--- src/rtl/ethtx_pkg.sv ---
// Shared definitions for the ethernet TX path: FSM state encoding, preamble/SFD
// constants and a bytes-to-beats helper.
package ethtx_pkg;

    typedef enum logic [1:0] {
        ST_IDLE = 2'd0,
        ST_PRE  = 2'd1,
        ST_DATA = 2'd2,
        ST_GAP  = 2'd3
    } tx_state_e;

    localparam logic [3:0] ETH_PREAMBLE_NIBBLE = 4'h5;
    localparam logic [7:0] ETH_SFD_BYTE        = 8'hD5;

    function automatic int bytes_to_beats(input int bytes, input int dw);
        return (bytes * 8) / dw;
    endfunction

endpackage

--- src/rtl/txpreamble.sv ---
// Ethernet TX preamble inserter with valid/ready backpressure and abort.
// Optional TXPREAMBLE_IFG_EN adds an enforced inter-frame gap (GAP state).
module txpreamble
    import ethtx_pkg::*;
#(
    parameter int DW             = 4,
    parameter int PREAMBLE_BYTES = 7,
    parameter int IFG_BYTES      = 12
) (
    input  logic          i_clk,
    input  logic          i_reset,
    input  logic          i_ce,
    input  logic          i_en,
    input  logic          i_cancel,
    input  logic          i_v,
    input  logic [DW-1:0] i_d,
    output logic          o_ready,
    output logic          o_v,
    output logic [DW-1:0] o_d,
    output logic          o_busy
);

    localparam int PB   = bytes_to_beats(PREAMBLE_BYTES, DW);
    localparam int SB   = bytes_to_beats(1, DW);
    localparam int IFGB = bytes_to_beats(IFG_BYTES, DW);
    localparam int CMAX = (PB + SB > IFGB) ? (PB + SB) : IFGB;
    localparam int CW   = $clog2(CMAX + 1);

    localparam logic [CW-1:0] PRE_LOAD = CW'(PB + SB - 1);
    localparam logic [CW-1:0] GAP_LOAD = CW'(IFGB - 1);
    localparam logic [DW-1:0] PRE_PAT  = {(DW/4){ETH_PREAMBLE_NIBBLE}};
    // Last SFD beat: 0xD for nibble beats, the whole 0xD5 for byte beats.
    localparam logic [DW-1:0] SFD_LAST = ETH_SFD_BYTE[7 -: DW];

`ifdef TXPREAMBLE_IFG_EN
    localparam tx_state_e END_ST = ST_GAP;
`else
    localparam tx_state_e END_ST = ST_IDLE;
`endif

    tx_state_e     state, state_nxt;
    logic [CW-1:0] cnt, cnt_nxt;
    logic          ov_nxt;
    logic [DW-1:0] od_nxt;

    always_ff @(posedge i_clk) begin
        if (i_reset) begin
            state <= ST_IDLE;
            cnt   <= '0;
            o_v   <= 1'b0;
            o_d   <= '0;
        end else begin
            state <= state_nxt;
            cnt   <= cnt_nxt;
            o_v   <= ov_nxt;
            o_d   <= od_nxt;
        end
    end

    // End of packet and abort both reload the counter; harmless when END_ST is IDLE.
    always_comb begin
        state_nxt = state;
        cnt_nxt   = cnt;
        if (i_ce) begin
            case (state)
                ST_IDLE: begin
                    if (i_v && !i_cancel) begin
                        if (i_en) begin
                            state_nxt = ST_PRE;
                            cnt_nxt   = PRE_LOAD;
                        end else begin
                            state_nxt = ST_DATA;
                        end
                    end
                end
                ST_PRE: begin
                    if (i_cancel) begin
                        state_nxt = END_ST;
                        cnt_nxt   = GAP_LOAD;
                    end else if (cnt == '0) begin
                        state_nxt = ST_DATA;
                    end else begin
                        cnt_nxt = cnt - 1'b1;
                    end
                end
                ST_DATA: begin
                    if (i_cancel || !i_v) begin
                        state_nxt = END_ST;
                        cnt_nxt   = GAP_LOAD;
                    end
                end
                ST_GAP: begin
                    if (cnt == '0) state_nxt = ST_IDLE;
                    else           cnt_nxt   = cnt - 1'b1;
                end
                default: state_nxt = ST_IDLE;
            endcase
        end
    end

    always_comb begin
        ov_nxt  = o_v;
        od_nxt  = o_d;
        o_ready = i_ce && (state == ST_DATA) && !i_cancel;
        o_busy  = (state != ST_IDLE);
        if (i_ce) begin
            case (state)
                ST_PRE: begin
                    if (i_cancel) begin
                        ov_nxt = 1'b0;
                    end else begin
                        ov_nxt = 1'b1;
                        od_nxt = (cnt == '0) ? SFD_LAST : PRE_PAT;
                    end
                end
                ST_DATA: begin
                    if (i_cancel) begin
                        ov_nxt = 1'b0;
                    end else begin
                        ov_nxt = i_v;
                        od_nxt = i_d;
                    end
                end
                default: ov_nxt = 1'b0;
            endcase
        end
    end

endmodule

--- config.mk ---
export PLATFORM = sky130hd
export DESIGN_NAME = txpreamble
export DESIGN_NICKNAME = d
export VERILOG_FILES = /design/src/rtl/ethtx_pkg.sv /design/src/rtl/txpreamble.sv
export SDC_FILE = /design/constraint.sdc
export NUM_CORES = 1
export LEC_CHECK = 0
export ABC_AREA = 0
export BUFFER_PORTS_ARGS = -buffer_cell sky130_fd_sc_hd__buf_4
export CAP_MARGIN = 10
export CORE_MARGIN = 2
export CORE_UTILIZATION = 46
export CTS_CLUSTER_DIAMETER = 50
export DETAILED_ROUTE_END_ITERATION = 16
export PLACE_DENSITY_LB_ADDON = 0.08
export SLEW_MARGIN = 20
export SYNTH_ARGS = -nofsm -noshare
export SYNTH_HDL_FRONTEND = slang
export SYNTH_SLANG_ARGS = --single-unit
--- constraint.sdc ---
create_clock -name i_clk -period 1.8 [get_ports i_clk]
set_input_delay 0.09 -clock i_clk [delete_from_list [all_inputs] [get_ports i_clk]]
set_output_delay 0.09 -clock i_clk [all_outputs]
set_load 0.01 [all_outputs]
==> flow_summary.toml, run 1 <==
[outcome]
outcome = "finished clean"

[synthesis]
synth.distinct_cells = 35
synth-seq-area-share_pct = 32.9
syn_inst = 88
ys_warn_count = 0
ys_top_cells_by_area = "dfxtp_1 (33%), ha_1 (8.6%), nor2_1 (5.7%)"
yosys.area.top_type_share_pct = 32.9
ys_ff_latch = 12
synth_area_um2 = 731
synth.avg_cell_area_um2 = 8.30
synthFlopType = "dfxtp_1"
synth_nets = 103
post-synth-top-area-cell = "dfxtp_1"
synth-edff-count = 0
synthArstFlopShare_pct = 0

[placement]
routabilityCongestion = 0.816
dp_cells = 124
hpwl_mm = 1.29
portBuffers = 16

[worst_setup_path]
cp_max_fo = 3
critPathBufInv = 1
cpPeakStageDelay_ns = 0.53
critPathKind = "reg -> reg"
crit_path_end_kind = "flop"
cpMaxStageDelayCell = "or4_4"
crit_chain = "inv_2 -> ha_4 -> or2b_4 -> mux2_4 -> or4_4 -> o31ai_2"
critical_path_arrival_ns = 1.96
cp.required_ns = 1.99
crit_family = "simple AND/OR/NAND/NOR gates"
worst_setup_path_start_kind = "flop"

[detailed_routing]
vias_per_cell = 5.46
highest_layer = "met4"
drtAntennaViolNets = 0
routed_wl_mm = 1.96
wl_met3_um = 87
met2_length_um = 964
initialDrtViolationCount = 12
drt-pass1-iter-count = 4
num_vias = 732
drc = 0
wl_per_cell_um = 14.6
drt-met1-wl_um = 892

[job]
drv_cap = 0

[clocking]
htreeDepth = 1
cts_buffers = 3
cts_tree = "done"
postCtsHoldBufs = 0
clkTransAtPathRegs_ns = 0.08
clockBufferDepth = 2
root_buffer = "clkbuf_4"
clock_latency_ns = 0.28
cts.sinks = 12

[floorplanning]
core_um2 = 1490
die_h_um = 43.9
rows = 14
die_w_um = 43.9
die_area_um2 = 1920
ios = 17
start_util_pct = 49.1

[final_layout]
area_growth_pct = 47.4
antennaDiodeCount = 0
multi_input_area_um2 = 518
layout_common_cells = "buf_4 (30), nor2_1 (11), dfxtp_1 (8), nand2_1 (5)"
n_fill_cell = 117
post-route-util_pct = 72.4
finalNonFillerCells = 134
regArea_um2 = 248
final_nets = 134
layout-drive-gt1-share_pct = 46.6
final_common_cell = "buf_4"

[power_and_ir_drop]
p_total_mw = 0.761
p_leak_nw = 0.486
power_switching_mw = 0.227
power_frac_seq_pct = 38.5
internal_power_mw = 0.534
combPwrFrac_pct = 32.0
powerDensity_nw_per_um2 = 706
pwr-share-clk_pct = 29.5
swShare_pct = 29.8
peakVddDrop_uv = 481

[global_route]
antenna_found_initial = 0
grt_pass1_vias = 720
grt_max_degree = 16
grt.overflow.total = 0
grt_pass1_wl_mm = 3.05
grt_use_total_pct = 21.0

[timing]
rsz0062_at_grt = "yes"
post-route-min-period_ns = 1.77
slew_headroom_pct = 79.2
final_hold_viol_count = 0
fin_skew_ns = 0.00207
max_freq_ghz = 0.565
period_share_pct = 98.3
worst_slew_pin_slew_ns = 0.311
setup_violations = 0
drv_slew = 0

[worst_hold_path]
hp-class = "in -> reg"
[path summary, 6_finish.rpt]
kind	cells after the start	slack (ns)	start	to
worst min register to register	1	0.48	cnt[4]	cnt[4]
worst max register to register	6	0.03	state[1]	state[1]
worst min-delay path	3	0.07	i_d[0]	o_d[0]
worst max-delay path	6	0.03	state[1]	state[1]
[cell families after synthesis]
group                    Yosys count  share of synthesized area, %
AO/OA/AOI/OAI                     21                          21.9
XOR/XNOR                           2                          2.40
adder cells (fa/ha/maj)            5                          8.56
buffers and inverters             12                          6.34
flip-flops                        12                          32.9
multiplexers                       3                          4.28
AND/OR/NAND/NOR                   33                          23.6
[sequential cells by signal (all words and copies together), names as in the netlist]
name / flops
cnt: 5
state: 2
o_v: 1
o_d: 4
[per-layer routing]
metal	GRT usage, %	vias to the layer above
met2	31.5	18
met3	4.17	2
met4	12.1	0
met1	27.7	338
li1	-	374
met5	0	-
[worst register-to-register path: cells and delay by family, from the launching register on]
| kind | cells | cell delay [ns] |
|---|---|---|
| flops | 1 | 0.34 |
| mux | 1 | 0.26 |
| buf+inv | 1 | 0.10 |
| simple gates | 2 | 0.79 |
| compound gates | 1 | 0.07 |
| fa+ha+maj | 1 | 0.14 |
[stage by stage]
stage	instance area [um2]	setup slack [ns]	TNS (ns)	hold WS (ns)
3_3_place_gp	933	0.0333	0	0.341
2_1_floorplan	756	-0.0719	-0.144	0.193
5_1_grt	1080	-0.0419	-0.0882	0.0964
4_1_cts	985	-0.00496	-0.00868	0.0694
6_report	1080	0.0308	0	0.0696
3_5_place_dp	933	-0.00394	-0.00665	0.363
[power by group through the flow]
stage	logic [mW]	clock network, mW	registers, mW
3_3_place_gp	0.200	0	0.298
4_1_cts	0.208	0.229	0.292
6_report	0.244	0.224	0.293
3_5_place_dp	0.201	0	0.299
2_1_floorplan	0.136	0	0.300
5_1_grt	0.268	0.234	0.295
[repair_timing]
action	CTS	global route
endpoints found under the hold margin	0	0
endpoints found under the setup margin	2	4
pin swaps	0	2
setup buffers	2	4
resized for setup	0	17
[synthesized netlist by cell type, drive strengths merged, types with 2 or more instances]
master and instances:
inv 8, o21ai 2, a211oi 4, o22ai 2, clkbuf 3, nor2b 2, o31ai 2, or4 2
nor2 11, nand3 2, nor3 4, dfxtp 12, mux2i 2, a21oi 3, nand2 5, ha 5
[cell type report]
class | count | share of cell area [%]
clock buffers | 4 | 3.37
inverters | 8 | 2.79
multi-input cells | 64 | 48.1
flip-flops and latches | 12 | 23.0
well taps | 16 | 1.86
repair buffers | 30 | 20.9
(Power assumes the default switching activity.)
==> run 2: changes to the inputs <==
CORE_UTILIZATION = 51   (was 46)
clock period = 2.2 ns   (was 1.8 ns; I/O delays follow)
==> run 2 against run 1 <==
  * Critical path type unchanged
  * Sequential share of layout area increased by 3.8 points
  * Sequential power decreased by 18%
  * Setup slack better by 0.22 ns
  * Routed wire length fell by 20%
  * Register-to-register slack improved by 0.22 ns
  * Total power shrank 27%
  * Clock skew is essentially flat
  * Hold slack improved by 0.021 ns
  * Flip-flop and latch count unchanged
  * Count of clock-buffer cells in the layout did not move
  * Final area is 17% lower
  * Via count down 9.4%
==> flow_summary.toml, run 2 (synthesis results as in run 1) <==
[clocking]
clkTransAtPathRegs_ns = 0.08
htreeDepth = 1
cts_resized = 0
cts.sinks = 12
clockBufferDepth = 2
clock_latency_ns = 0.27
cts_buffers = 3
cts_tree = "done"
postCtsSetupRepairBufs = 0
root_buffer = "clkbuf_4"
postCtsHoldBufs = 0

[placement]
hpwl_mm = 1.23
pre_cts_ws_ns = 0.272
portBuffers = 16
routabilityCongestion = 0.878
dp_cells = 116

[worst_setup_path]
cpPeakStageDelay_ns = 0.51
crit_family = "simple AND/OR/NAND/NOR gates"
cp.required_ns = 2.39
critPathKind = "reg -> reg"
critPathBufInv = 1
critical_path_arrival_ns = 2.14
worst_setup_path_start_kind = "flop"
cp_max_fo = 4
cpMaxStageDelayCell = "or4_1"
crit_chain = "inv_1 -> ha_1 -> or4b_1 -> a21boi_4 -> or4_1 -> o31ai_1"
crit_path_end_kind = "flop"

[power_and_ir_drop]
peakVddDrop_uv = 455
p_leak_nw = 0.404
powerDensity_nw_per_um2 = 622

[final_layout]
regArea_um2 = 240
layout_common_cells = "buf_4 (17), dfxtp_1 (12), nor2_1 (11), inv_1 (8)"
top_register = "cnt"
layout-drive-gt1-share_pct = 22.9
final_common_cell = "buf_4"
largest_reg_flops = 5
finalNonFillerCells = 120
area_growth_pct = 22.8
reg_top3 = "cnt: 5 flops, o_d: 4 flops, state: 2 flops"
n_fill_cell = 127
antennaDiodeCount = 0
post-route-util_pct = 68.1
final_nets = 121
multi_input_area_um2 = 444

[floorplanning]
ios = 17
die_area_um2 = 1750
die_w_um = 41.9
die_h_um = 41.9
start_util_pct = 55.5
rows = 13
core_um2 = 1320

[detailed_routing]
drc = 0
drt-pass1-iter-count = 4
initialDrtViolationCount = 13
vias_per_cell = 5.53
num_vias = 663
wl_per_cell_um = 13.0
routed_wl_mm = 1.56
drtAntennaViolNets = 0

[timing]
post-route-min-period_ns = 1.95
fin_skew_ns = 0.00217
max_freq_ghz = 0.513
final_hold_viol_count = 0
worst_slew_pin_slew_ns = 0.270
slew_headroom_pct = 81.9
rsz0062_at_grt = "no"
period_share_pct = 88.6
hold_ws_ns = 0.0901
timing.final.ws_setup_ns = 0.251
setup_violations = 0
drv_slew = 0
fin_tns_setup_ns = 0

[global_route]
grt_use_total_pct = 20.8
grt_pass1_vias = 658
grt_pass1_wl_mm = 2.77
grt_max_degree = 16
grt.overflow.total = 0
antenna_found_initial = 0

[outcome]
outcome = "finished clean"

[worst_hold_path]
hp-class = "in -> reg"

[job]
drv_cap = 0
-- run 2: final timing paths --
kind,startpoint,endpoint,slack [ns],cells after the start
worst max-delay path,cnt[0],state[1],0.25,6
worst min-delay path,i_d[2],o_d[2],0.09,3
worst max register to register,cnt[0],state[1],0.25,6
worst min register to register,o_d[1],o_d[1],0.49,2
-- run 2: tightest hold or removal path, cell delays in order --
cell,delay [ns]
buf_4,0.08
o22ai_1,0.07
nor2_1,0.07
-- run 2: area by class of cell --
cell class	instances	area share, %
clock buffer	4	4.04
inverter	8	3.35
sequential	12	26.8
tap	15	2.09
multi-input combinational	64	49.5
timing repair buffer	17	14.2
-- run 2: stage by stage --
step,power [mW],area (um2)
final,0.558,897
after global routing,0.595,897
after CTS,0.565,897
after detailed placement,0.386,861
after global placement,0.383,861
after floorplan,0.340,731
-- run 2: where the power goes --
part	internal, mW	switching, mW
combinational	0.0695	0.0717
sequential	0.229	0.0105
clock	0.100	0.0764
-- run 2: layer usage --
layer	vias to the layer above	GRT usage [%]	share of wire [%]
met5	-	0	0
li1	348	-	-
met2	15	36.3	50
met3	2	3.91	5.2
met4	0	7.74	0.77
met1	298	24.9	44
